## src/rtl/fwd_select_unit.sv

```systemverilog
// fwd_select_unit: operand-forwarding select and load-use stall control for the
// EX stage. It tracks the EX and MEM producers in a shadow pipeline that is
// clocked alongside the ID/EX register.
// Select codes: 00 = register file, 01 = EX/MEM result, 10 = MEM/WB result.
// Optional build macro FWD_STATS_EN adds the saturating STALL_CNT and FWD_CNT
// statistics counters and their ports.
module fwd_select_unit #(
  parameter int unsigned REG_ADDR_W = 5,
  parameter int unsigned CNT_W      = 16
) (
  input  logic                  CLK,
  input  logic                  RESET,
  input  logic                  ID_VALID,
  input  logic [REG_ADDR_W-1:0] ID_RS1,
  input  logic [REG_ADDR_W-1:0] ID_RS2,
  input  logic [REG_ADDR_W-1:0] ID_RD,
  input  logic                  ID_REG_WRITE,
  input  logic                  ID_MEM_READ,
  input  logic                  FLUSH,
  output logic [1:0]            FWD_A_SEL,
  output logic [1:0]            FWD_B_SEL,
  output logic                  STALL
`ifdef FWD_STATS_EN
  ,
  output logic [CNT_W-1:0]      STALL_CNT,
  output logic [CNT_W-1:0]      FWD_CNT
`endif
);

  typedef enum logic [1:0] {
    SEL_RF    = 2'b00,
    SEL_EXMEM = 2'b01,
    SEL_MEMWB = 2'b10
  } sel_e;

  // EX shadow slot
  logic                  ex_v_q, ex_v_d;
  logic [REG_ADDR_W-1:0] ex_rd_q, ex_rd_d;
  logic                  ex_wr_q, ex_wr_d;
  logic                  ex_ld_q, ex_ld_d;
  // MEM shadow slot
  logic                  mem_v_q, mem_v_d;
  logic [REG_ADDR_W-1:0] mem_rd_q, mem_rd_d;
  logic                  mem_wr_q, mem_wr_d;
  // Registered select codes
  sel_e                  sel_a_q, sel_a_d;
  sel_e                  sel_b_q, sel_b_d;

  logic a_from_ex, a_from_mem, b_from_ex, b_from_mem;
  logic advance;

  // A slot forwards only for a valid, writing producer whose rd matches a non-x0 source
  always_comb begin
    a_from_ex  = ex_v_q  && ex_wr_q  && (ex_rd_q  == ID_RS1) && (ID_RS1 != '0);
    a_from_mem = mem_v_q && mem_wr_q && (mem_rd_q == ID_RS1) && (ID_RS1 != '0);
    b_from_ex  = ex_v_q  && ex_wr_q  && (ex_rd_q  == ID_RS2) && (ID_RS2 != '0);
    b_from_mem = mem_v_q && mem_wr_q && (mem_rd_q == ID_RS2) && (ID_RS2 != '0);
  end

  // Load-use stall: the load result is not available until MEM/WB; FLUSH overrides it
  always_comb begin
    STALL = ex_v_q && ex_ld_q && ex_wr_q && (ex_rd_q != '0) && ID_VALID &&
            ((ID_RS1 == ex_rd_q) || (ID_RS2 == ex_rd_q)) && !FLUSH;
  end

  // Next state: MEM always follows EX; EX takes the ID instruction or a bubble.
  // The EX producer is checked first because it is the youngest writer of rs.
  always_comb begin
    advance  = ID_VALID && !FLUSH && !STALL;
    mem_v_d  = ex_v_q;
    mem_rd_d = ex_rd_q;
    mem_wr_d = ex_wr_q;
    ex_v_d   = 1'b0;
    ex_rd_d  = '0;
    ex_wr_d  = 1'b0;
    ex_ld_d  = 1'b0;
    sel_a_d  = SEL_RF;
    sel_b_d  = SEL_RF;
    if (advance) begin
      ex_v_d  = 1'b1;
      ex_rd_d = ID_RD;
      ex_wr_d = ID_REG_WRITE;
      ex_ld_d = ID_MEM_READ;
      if (a_from_ex)       sel_a_d = SEL_EXMEM;
      else if (a_from_mem) sel_a_d = SEL_MEMWB;
      if (b_from_ex)       sel_b_d = SEL_EXMEM;
      else if (b_from_mem) sel_b_d = SEL_MEMWB;
    end
  end

  // Shadow pipeline and select registers; reset discards all in-flight tracking
  always_ff @(posedge CLK) begin
    if (RESET) begin
      ex_v_q   <= 1'b0;
      ex_rd_q  <= '0;
      ex_wr_q  <= 1'b0;
      ex_ld_q  <= 1'b0;
      mem_v_q  <= 1'b0;
      mem_rd_q <= '0;
      mem_wr_q <= 1'b0;
      sel_a_q  <= SEL_RF;
      sel_b_q  <= SEL_RF;
    end else begin
      ex_v_q   <= ex_v_d;
      ex_rd_q  <= ex_rd_d;
      ex_wr_q  <= ex_wr_d;
      ex_ld_q  <= ex_ld_d;
      mem_v_q  <= mem_v_d;
      mem_rd_q <= mem_rd_d;
      mem_wr_q <= mem_wr_d;
      sel_a_q  <= sel_a_d;
      sel_b_q  <= sel_b_d;
    end
  end

  assign FWD_A_SEL = sel_a_q;
  assign FWD_B_SEL = sel_b_q;

`ifdef FWD_STATS_EN
  logic [CNT_W-1:0] stall_cnt_q, stall_cnt_d;
  logic [CNT_W-1:0] fwd_cnt_q, fwd_cnt_d;
  logic [1:0]       fwd_inc;
  logic [CNT_W:0]   fwd_sum;

  // Saturating statistics: stall cycles and operands forwarded per edge (0..2)
  always_comb begin
    fwd_inc     = {1'b0, sel_a_d != SEL_RF} + {1'b0, sel_b_d != SEL_RF};
    fwd_sum     = {1'b0, fwd_cnt_q} + (CNT_W+1)'(fwd_inc);
    fwd_cnt_d   = fwd_sum[CNT_W] ? '1 : fwd_sum[CNT_W-1:0];
    stall_cnt_d = stall_cnt_q;
    if (STALL && (stall_cnt_q != '1)) stall_cnt_d = stall_cnt_q + 1'b1;
  end

  // Counter registers, cleared by reset
  always_ff @(posedge CLK) begin
    if (RESET) begin
      stall_cnt_q <= '0;
      fwd_cnt_q   <= '0;
    end else begin
      stall_cnt_q <= stall_cnt_d;
      fwd_cnt_q   <= fwd_cnt_d;
    end
  end

  assign STALL_CNT = stall_cnt_q;
  assign FWD_CNT   = fwd_cnt_q;
`else
  logic unused_cnt_w;
  assign unused_cnt_w = (CNT_W == 0);
`endif

endmodule

```

## config.mk

```make
export PLATFORM = sky130hd
export DESIGN_NAME = fwd_select_unit
export DESIGN_NICKNAME = d
export VERILOG_FILES = /design/src/rtl/fwd_select_unit.sv
export SDC_FILE = /design/constraint.sdc
export NUM_CORES = 1
export LEC_CHECK = 0
export CORE_MARGIN = 10
export CORE_UTILIZATION = 38
export CTS_CLUSTER_DIAMETER = 30
export DETAILED_ROUTE_END_ITERATION = 10
export GPL_TIMING_DRIVEN = 0
export MAX_ROUTING_LAYER = met4
export PLACE_DENSITY = 0.7
export SLEW_MARGIN = 40
export SYNTH_ARGS = -nofsm -noshare
export SYNTH_HDL_FRONTEND = slang
export SYNTH_SLANG_ARGS = --single-unit
```

## constraint.sdc

```tcl
create_clock -name CLK -period 1.4 [get_ports CLK]
set_input_delay 0.28 -clock CLK [delete_from_list [all_inputs] [get_ports CLK]]
set_output_delay 0.28 -clock CLK [all_outputs]
set_load 0.02 [all_outputs]
```

# Word level (Yosys, flattened, before mapping)
# Index checks and enable logic that the tools add are counted.
[op_classes]
shifts = 0
n_eq_ne = 6
n_bitwise = 1
order_cmp = 0
n_mul = 0
div_mod_pow = 0
reduce_logical = 27
mux = 5
n_addsub = 0
[op_table]
columns = ["cell", "n"]
rows = [
  ["== test 5 bit", 6],
  ["logical AND 1 bit", 18],
  ["nonzero test 5 bit", 3],
  ["OR reduction 3 bit", 2],
  ["two-way mux 2 bit", 2],
  ["two-way mux 1 bit", 3],
  ["logical NOT 1 bit", 2],
  ["OR reduction 2 bit", 1],
  ["logical OR 1 bit", 1],
  ["inverter 1 bit", 1],
]
[totals]
ramBits = 0
reg_bits = 19
inputBits = 21
mem_bits_ro = 0
n_memories = 0
output_inout_bits = 5
word_cells = 50
latch_bits = 0

# Depth between registers and ports, before layout
# Gate-level depths: netlist (run 1).
[logic_depth]
depth_word = 10
mapped_depth = 5
ltp_nobuf = 5

# Least setup slack after synthesis (run 1)
# OpenSTA, ideal clock, no wires.
[synth_path]
kind = "register to output"
start = "register ex_rd_q[3]"
end = "output STALL"
path_slack_ns = -0.153
arrival_ns = 1.273
n_path_buf = 0
required_time_ns = 1.120
path_stages_with_launch = 5
path_cell_list = "dfxtp_1 -> xor2_1 -> nor3_1 -> nand3_1 -> a21oi_2"
[synth_via]
elab_chain_cells = 5
elab_cells_between_ends = 8
classes_between = "2 x eq/ne; 6 x reduce/logical"
[synth_lines]
columns = ["item", "line_no", "source"]
rows = [
  ["from (decl)", "38", "logic [REG_ADDR_W-1:0] ex_rd_q, ex_rd_d;"],
  ["from (signal assigned)", "105", "ex_rd_q <= ex_rd_d;"],
  ["nonzero test 5 bit", "62", "STALL = ex_v_q && ex_ld_q && ex_wr_q && (ex_rd_q != '0) && ID_VALID &&"],
  ["logical AND 1 bit (2 in series)", "62", ""],
  ["logical AND 1 bit *", "62", ""],
  ["logical AND 1 bit *", "63", "((ID_RS1 == ex_rd_q) || (ID_RS2 == ex_rd_q)) && !FLUSH;"],
  ["to (decl)", "22", "output logic STALL"],
]
# Every way passes the cells marked *; elsewhere a longest branch is shown, timed or not.

# Final worst setup path (run 1)
[layout_path]
start = "input ID_VALID"
end = "output STALL"
[layout_via]
elab_chain_cells = 3
[layout_lines]
columns = ["item", "line_no", "source"]
rows = [
  ["from (decl)", "13", "input logic ID_VALID,"],
  ["logical AND 1 bit (2 in series)", "62", ""],
  ["logical AND 1 bit", "63", ""],
]
# Every way passes these cells.

==> results.sh, run 1 <==
export IMPL_clock_path_buffers=2
export IMPL_layout_drive_gt1_share_pct=37.1
export IMPL_start_util_pct=39.2
export IMPL_synth_area_leaders="dfxtp_1 (44%), xnor2_1 (10%), xor2_1 (10%), and2b_2 (7.1%), nand2_1 (3.9%)"
export IMPL_antenna_cells=0
export IMPL_p_per_area_nw_per_um2=700
export IMPL_fin_util_pct=63.4
export IMPL_peakVddDrop_v=0.000630
export IMPL_cts_root_buf="clkbuf_4"
export IMPL_dr_pass1_iters=4
export IMPL_synth_top_area_share_pct=44.3
export IMPL_netlist_area_um2=858
export IMPL_mostFrequentLayoutCells="dfxtp_1 (15), dlygate4sd2_1 (12), clkdlybuf4s50_1 (11)"
export IMPL_finalHoldViolCount=0
export IMPL_worstPathRequired_ns=1.12
export IMPL_design_power_total_uw=973
export IMPL_cts_buffers=3
export IMPL_fin_nets=154
export IMPL_die_height_um=67.5
export IMPL_p_seq_share_pct=57.3
export IMPL_drv_slew=0
export IMPL_yosysTopAreaCell="dfxtp_1"
export IMPL_finalCritPeriodShare_pct=128
export IMPL_grt_max_degree=11
export IMPL_drtIter0Drc=21
export IMPL_synth_nets=110
export IMPL_clkSinkCount=19
export IMPL_hpwl_mm=1.65
export IMPL_port_buffers=25
export IMPL_post_drt_wl_per_cell_um=14.8
export IMPL_min_period_ns=1.79
export IMPL_antenna_found_initial=0
export IMPL_place_ws_ns=-1.25
export IMPL_slew_limit_headroom_pct=79.6
export IMPL_worstMarginPinSlew_ns=0.303
export IMPL_clock_latency_ns=0.29
export IMPL_routed_wirelength_mm=2.37
export IMPL_outcome="finished, violations left"
export IMPL_worstSetupEndpoint="STALL"
export IMPL_synthCells=89
export IMPL_p_int_uw=746
export IMPL_ant_nets=0
export IMPL_core_um2=2190
export IMPL_net_switching_power_uw=227
export IMPL_r2r_slack_ns=-0.27
export IMPL_syn_to_final_growth_pct=61.8
export IMPL_vias=787
export IMPL_fin_skew_ns=0.00588
export IMPL_critPathLaunchType="primary input"
export IMPL_p_leak_nw=0.569
export IMPL_drc=0
export IMPL_fmax_mhz=559
export IMPL_timing_final_ws_setup_ns=-0.388
export IMPL_via_per_inst=4.92
export IMPL_grt_pass1_wl_mm=3.51
export IMPL_synth_seq_cells=19
export IMPL_crit_path_end_kind="primary output"
export IMPL_crit_type="in -> out"
export IMPL_setup_violations=13
export IMPL_arrival_ns=1.51
export IMPL_rsz0062_at_grt="yes"
export IMPL_synth_avg_cell_area_um2=9.64
export IMPL_p_clk_share_pct=26.9
export IMPL_yosys_warnings=0
export IMPL_cts_tree="built"
export IMPL_r2r_end="ex_rd_q[4]$_SDFF_PP0_"
export IMPL_die_area_um2=4560
export IMPL_clk_pin_slew_ns=0.10
export IMPL_synthDistinctLibCells=22
export IMPL_rows=17
export IMPL_grt_pass1_vias=806
export IMPL_ios=26
export IMPL_crit_start="ID_VALID"
export IMPL_dieWidth_um=67.5
export IMPL_p_sw_share_pct=23.3
export IMPL_hp_class="in -> reg"
export IMPL_h_tree_depth=1
export IMPL_combPwrFrac_pct=15.8
export IMPL_gp_congestion=0.859
export IMPL_crit_fanout=2
export IMPL_violations="setup timing"
export IMPL_regToRegStartpoint="ex_rd_q[2]$_SDFF_PP0_"
export IMPL_grtUsageTotal_pct=10.3
export IMPL_synth_seq_area_share_pct=44.3
export IMPL_rr_worst_depth=10
export IMPL_final_common_cell="dfxtp_1"
export IMPL_maxCapViolCount=0
export IMPL_overflow=0
-- final cells by class --
class / instances / area [µm²]
fill: 187 / 802
multi-input combinational: 70 / 564
sequential: 19 / 393
timing repair buffer: 39 / 370
tap: 28 / 35.0
clock buffer: 4 / 26.3
-- sequential cells by signal (all words and copies together), names as in the netlist --
name       count
FWD_A_SEL      2
FWD_B_SEL      2
ex_ld_q        1
ex_rd_q        5
ex_v_q         1
ex_wr_q        1
mem_rd_q       5
mem_v_q        1
mem_wr_q       1
-- power by group through the flow --
stage | clock [mW] | combinational, mW | sequential (mW)
after detailed placement | 0 | 0.133 | 0.574
after global placement | 0 | 0.130 | 0.574
after floorplan | 0 | 0.0539 | 0.571
after CTS | 0.268 | 0.136 | 0.560
after global routing | 0.286 | 0.164 | 0.559
final | 0.262 | 0.153 | 0.558
-- critical path: stages --
cell and delay [ns]:
clkdlybuf4s50_1 0.50, nand3b_1 0.09, a211o_1 0.33, a21oi_4 0.17
buf_6 0.14
-- per-stage QoR --
step | setup TNS [ns] | instances | hold slack (ns) | area [µm²]
finish | -3.17 | 160 | 0.445 | 1390
global route | -3.76 | 160 | 0.460 | 1390
CTS | -0.610 | 153 | 0.496 | 1240
detailed placement | -7.30 | 142 | 0.491 | 1150
global placement | -6.82 | 142 | 0.484 | 1150
floorplan | -0.0270 | 89 | 0.386 | 870
-- cells by family (layout without fill, tap and decap cells) --
group	after synthesis	count (layout)	synth area share, %
AND/OR/NAND/NOR	44	44	30.5
AO/OA/AOI/OAI	6	6	4.81
flip-flops	19	19	44.3
XOR/XNOR	20	20	20.4
buffers and inverters	0	43	0
-- synthesized netlist by cell type (all sizes together) --
library cell / number
a211o: 1
a21oi: 2
a31oi: 1
and2b: 7
dfxtp: 19
nand2: 9
nand3: 3
nand3b: 1
nand4: 3
nor2: 10
nor2b: 1
nor3: 5
nor3b: 1
nor4: 2
o21ai: 1
o31ai: 1
or4: 2
xnor2: 10
xor2: 10
-- how the worst min path moves through the flow --
stage | cells past startpoint | slack, ns | startpoint | endpoint
3_5_place_dp | 1 | 0.49 | ex_wr_q$_SDFF_PP0_ | FWD_B_SEL[1]$_SDFF_PP0_
6_report | 3 | 0.44 | ID_RS1[0] | FWD_A_SEL[0]$_SDFF_PP0_
4_1_cts | 3 | 0.50 | ID_RD[0] | ex_rd_q[0]$_SDFF_PP0_
5_1_grt | 3 | 0.46 | ID_RS1[0] | FWD_A_SEL[0]$_SDFF_PP0_
3_3_place_gp | 1 | 0.48 | ex_wr_q$_SDFF_PP0_ | FWD_B_SEL[1]$_SDFF_PP0_
2_1_floorplan | 2 | 0.39 | ID_RD[1] | ex_rd_q[1]$_SDFF_PP0_
-- layer usage --
| layer | routed length [µm] | GRT usage, % |
|---|---|---|
| met5 | 0 | - |
| met3 | 137 | 2.31 |
| met4 | 46 | 6.15 |
| met1 | 1010 | 11.3 |
| met2 | 1170 | 16.8 |
-- timing repair --
action                                  4_1_cts  5_1_grt
gates resized for setup                      24       24
buffers inserted                              7        8
pin swaps                                     6       10
hold buffers                                  0        0
endpoints found under the setup margin       17       12
Power figures use the tool's default switching activity.
==> inputs of run 2 (changes only) <==
--- a/config.mk
+++ b/config.mk
@@ -11,7 +11,8 @@
 export DETAILED_ROUTE_END_ITERATION = 10
 export GPL_TIMING_DRIVEN = 0
 export MAX_ROUTING_LAYER = met4
-export PLACE_DENSITY = 0.7
+export PLACE_DENSITY = 0.73
+export RECOVER_POWER = 100
 export SLEW_MARGIN = 40
 export SYNTH_ARGS = -nofsm -noshare
 export SYNTH_HDL_FRONTEND = slang
==> results.sh, run 2 (same netlist as run 1, synthesis figures left out) <==
export IMPL_outcome="finished, violations left"
export IMPL_violations="setup timing"
export IMPL_ios=26
export IMPL_hp_class="in -> reg"
export IMPL_clock_latency_ns=0.29
export IMPL_hp_start="ID_RD[2]"
export IMPL_drv_slew=0
export IMPL_fin_area_um2=1290
export IMPL_drc=0
export IMPL_mostFrequentLayoutCells="dfxtp_1 (15), dlygate4sd2_1 (14), xnor2_1 (10), clkdlybuf4s50_1 (10)"
export IMPL_finalCritPeriodShare_pct=126
export IMPL_fin_cells=156
export IMPL_cts_buffers=3
export IMPL_fillers=198
export IMPL_hpwl_mm=1.58
export IMPL_dr_pass1_iters=4
export IMPL_worstMarginPinSlew_ns=0.328
export IMPL_gp_congestion=0.848
export IMPL_timing_final_ws_setup_ns=-0.369
export IMPL_r2r_slack_ns=-0.15
export IMPL_grt_pass1_wl_mm=3.24
export IMPL_routed_top_layer="met4"
export IMPL_clk_pin_slew_ns=0.10
export IMPL_min_period_ns=1.77
export IMPL_peakVddDrop_v=0.000423
export IMPL_h_tree_depth=1
export IMPL_hold_buffers=0
export IMPL_rsz0062_at_grt="yes"
export IMPL_maxCapViolCount=0
export IMPL_port_buffers=25
export IMPL_crit_type="reg -> out"
export IMPL_setup_violations=11
export IMPL_antenna_found_initial=0
export IMPL_regToRegStartpoint="ex_rd_q[3]$_SDFF_PP0_"
export IMPL_dp_cells=142
export IMPL_crit_fanout=4
export IMPL_grt_pass1_vias=769
export IMPL_crit_path_end_kind="primary output"
export IMPL_fin_skew_ns=0.00107
export IMPL_start_util_pct=39.2
export IMPL_critPathLaunchType="flip-flop"
export IMPL_die_area_um2=4560
export IMPL_p_leak_nw=0.541
export IMPL_clkSinkCount=19
export IMPL_die_height_um=67.5
export IMPL_wl_met3_um=166
export IMPL_drtIter0Drc=40
export IMPL_dieWidth_um=67.5
export IMPL_placed_cell_area_um2=1150
export IMPL_syn_to_final_growth_pct=50.7
export IMPL_clock_path_buffers=2
export IMPL_core_um2=2190
export IMPL_overflow=0
export IMPL_final_common_cell="dfxtp_1"
export IMPL_grt_max_degree=11
export IMPL_slew_limit_headroom_pct=77.9
export IMPL_layout_drive_gt1_share_pct=30.5
export IMPL_rows=17
export IMPL_via_per_inst=4.93
export IMPL_arrival_ns=1.49
export IMPL_r2r_end="FWD_A_SEL[1]$_SDFF_PP0_"
export IMPL_min_to="ex_rd_q[2]$_SDFF_PP0_"
export IMPL_vias=769
export IMPL_post_drt_wl_per_cell_um=14.3
export IMPL_p_per_area_nw_per_um2=746
export IMPL_finalHoldViolCount=0
export IMPL_routed_wirelength_mm=2.23
export IMPL_grtUsageTotal_pct=9.71
export IMPL_cts_root_buf="clkbuf_4"
export IMPL_rr_worst_depth=7
export IMPL_whs_path_depth=3
export IMPL_ant_nets=0
export IMPL_worstPathRequired_ns=1.12
export IMPL_antenna_cells=0
export IMPL_wl_met1_um=851
export IMPL_wl_met2_mm=1.15
export IMPL_top_regs="ex_rd_q (5), mem_rd_q (5)"
export IMPL_fin_nets=150
export IMPL_fmax_mhz=565
export IMPL_cts_tree="built"
export IMPL_setup_tns_ns=-0.924
run 2: cell count changes in the layout (fill, tap and decap cells not counted), moves of 2 or more:
cell           before  now
nor2_1              5    8
nor2_4              2    0
dlygate4sd2_1      12   14
buf_6               6    2
run 2: final cells by class:
| type | instances | area, µm² | share of cell area (%) |
|---|---|---|---|
| clock buffer | 4 | 26.3 | 2.03 |
| multi-input combinational | 70 | 532 | 41.1 |
| sequential | 19 | 390 | 30.2 |
| tap | 28 | 35.0 | 2.71 |
| timing repair buffer | 35 | 310 | 24.0 |
run 2: critical path: stages, from the launching register on:
cell and delay (ns):
dfxtp_4 0.38, xor2_2 0.14, nor3_2 0.21, nand3_2 0.13, a21oi_4 0.19, buf_6 0.14
run 2: worst max path at each step:
stage / end / slack (ns) / cells after the start / from
floorplan: STALL / -0.03 / 4 / ex_rd_q[4]$_SDFF_PP0_
global placement: STALL / -1.22 / 6 / ID_RS1[2]
detailed placement: STALL / -1.21 / 6 / ID_RS1[2]
CTS: STALL / -0.38 / 5 / ex_rd_q[4]$_SDFF_PP0_
global route: STALL / -0.45 / 5 / ex_rd_q[2]$_SDFF_PP0_
finish: STALL / -0.37 / 5 / ex_rd_q[2]$_SDFF_PP0_
run 2: through the flow:
step	power, mW	utilization, %	worst slack [ns]	hold WS [ns]
4_1_cts	0.967	57.1	-0.380	0.477
5_1_grt	1.01	59.1	-0.448	0.480
3_3_place_gp	0.704	52.7	-1.22	0.491
6_report	0.965	59.1	-0.369	0.491
2_1_floorplan	0.625	-	-0.0270	0.386
3_5_place_dp	0.706	52.7	-1.21	0.478
run 2: report_power, final:
| part | switching (mW) | leakage, nW | total [mW] | internal [mW] |
|---|---|---|---|---|
| registers | 0.0106 | 0.157 | 0.559 | 0.548 |
| logic | 0.0599 | 0.369 | 0.142 | 0.0818 |
| clock network | 0.154 | 0.0150 | 0.265 | 0.111 |
run 2: per-layer routing:
| metal | track usage (%) | vias up |
|---|---|---|
| met5 | - | - |
| met4 | 6.92 | 0 |
| met3 | 2.15 | 5 |
| met2 | 16.5 | 32 |
| met1 | 9.55 | 350 |
| li1 | - | 382 |
run 2: timing repair:
| item | in CTS | in global routing |
|---|---|---|
| setup endpoints to repair | 17 | 12 |
| setup buffers | 8 | 2 |
| pin swaps | 8 | 7 |
| resized for setup | 26 | 8 |
==> inputs of run 3 (changes only) <==
--- a/config.mk
+++ b/config.mk
@@ -13,7 +13,7 @@
 export MAX_ROUTING_LAYER = met4
 export PLACE_DENSITY = 0.73
 export RECOVER_POWER = 100
-export SLEW_MARGIN = 40
+export SLEW_MARGIN = 20
 export SYNTH_ARGS = -nofsm -noshare
 export SYNTH_HDL_FRONTEND = slang
 export SYNTH_SLANG_ARGS = --single-unit
==> results of run 3 <==
No change in the layout: final DEF, timing and power equal those of run 2.
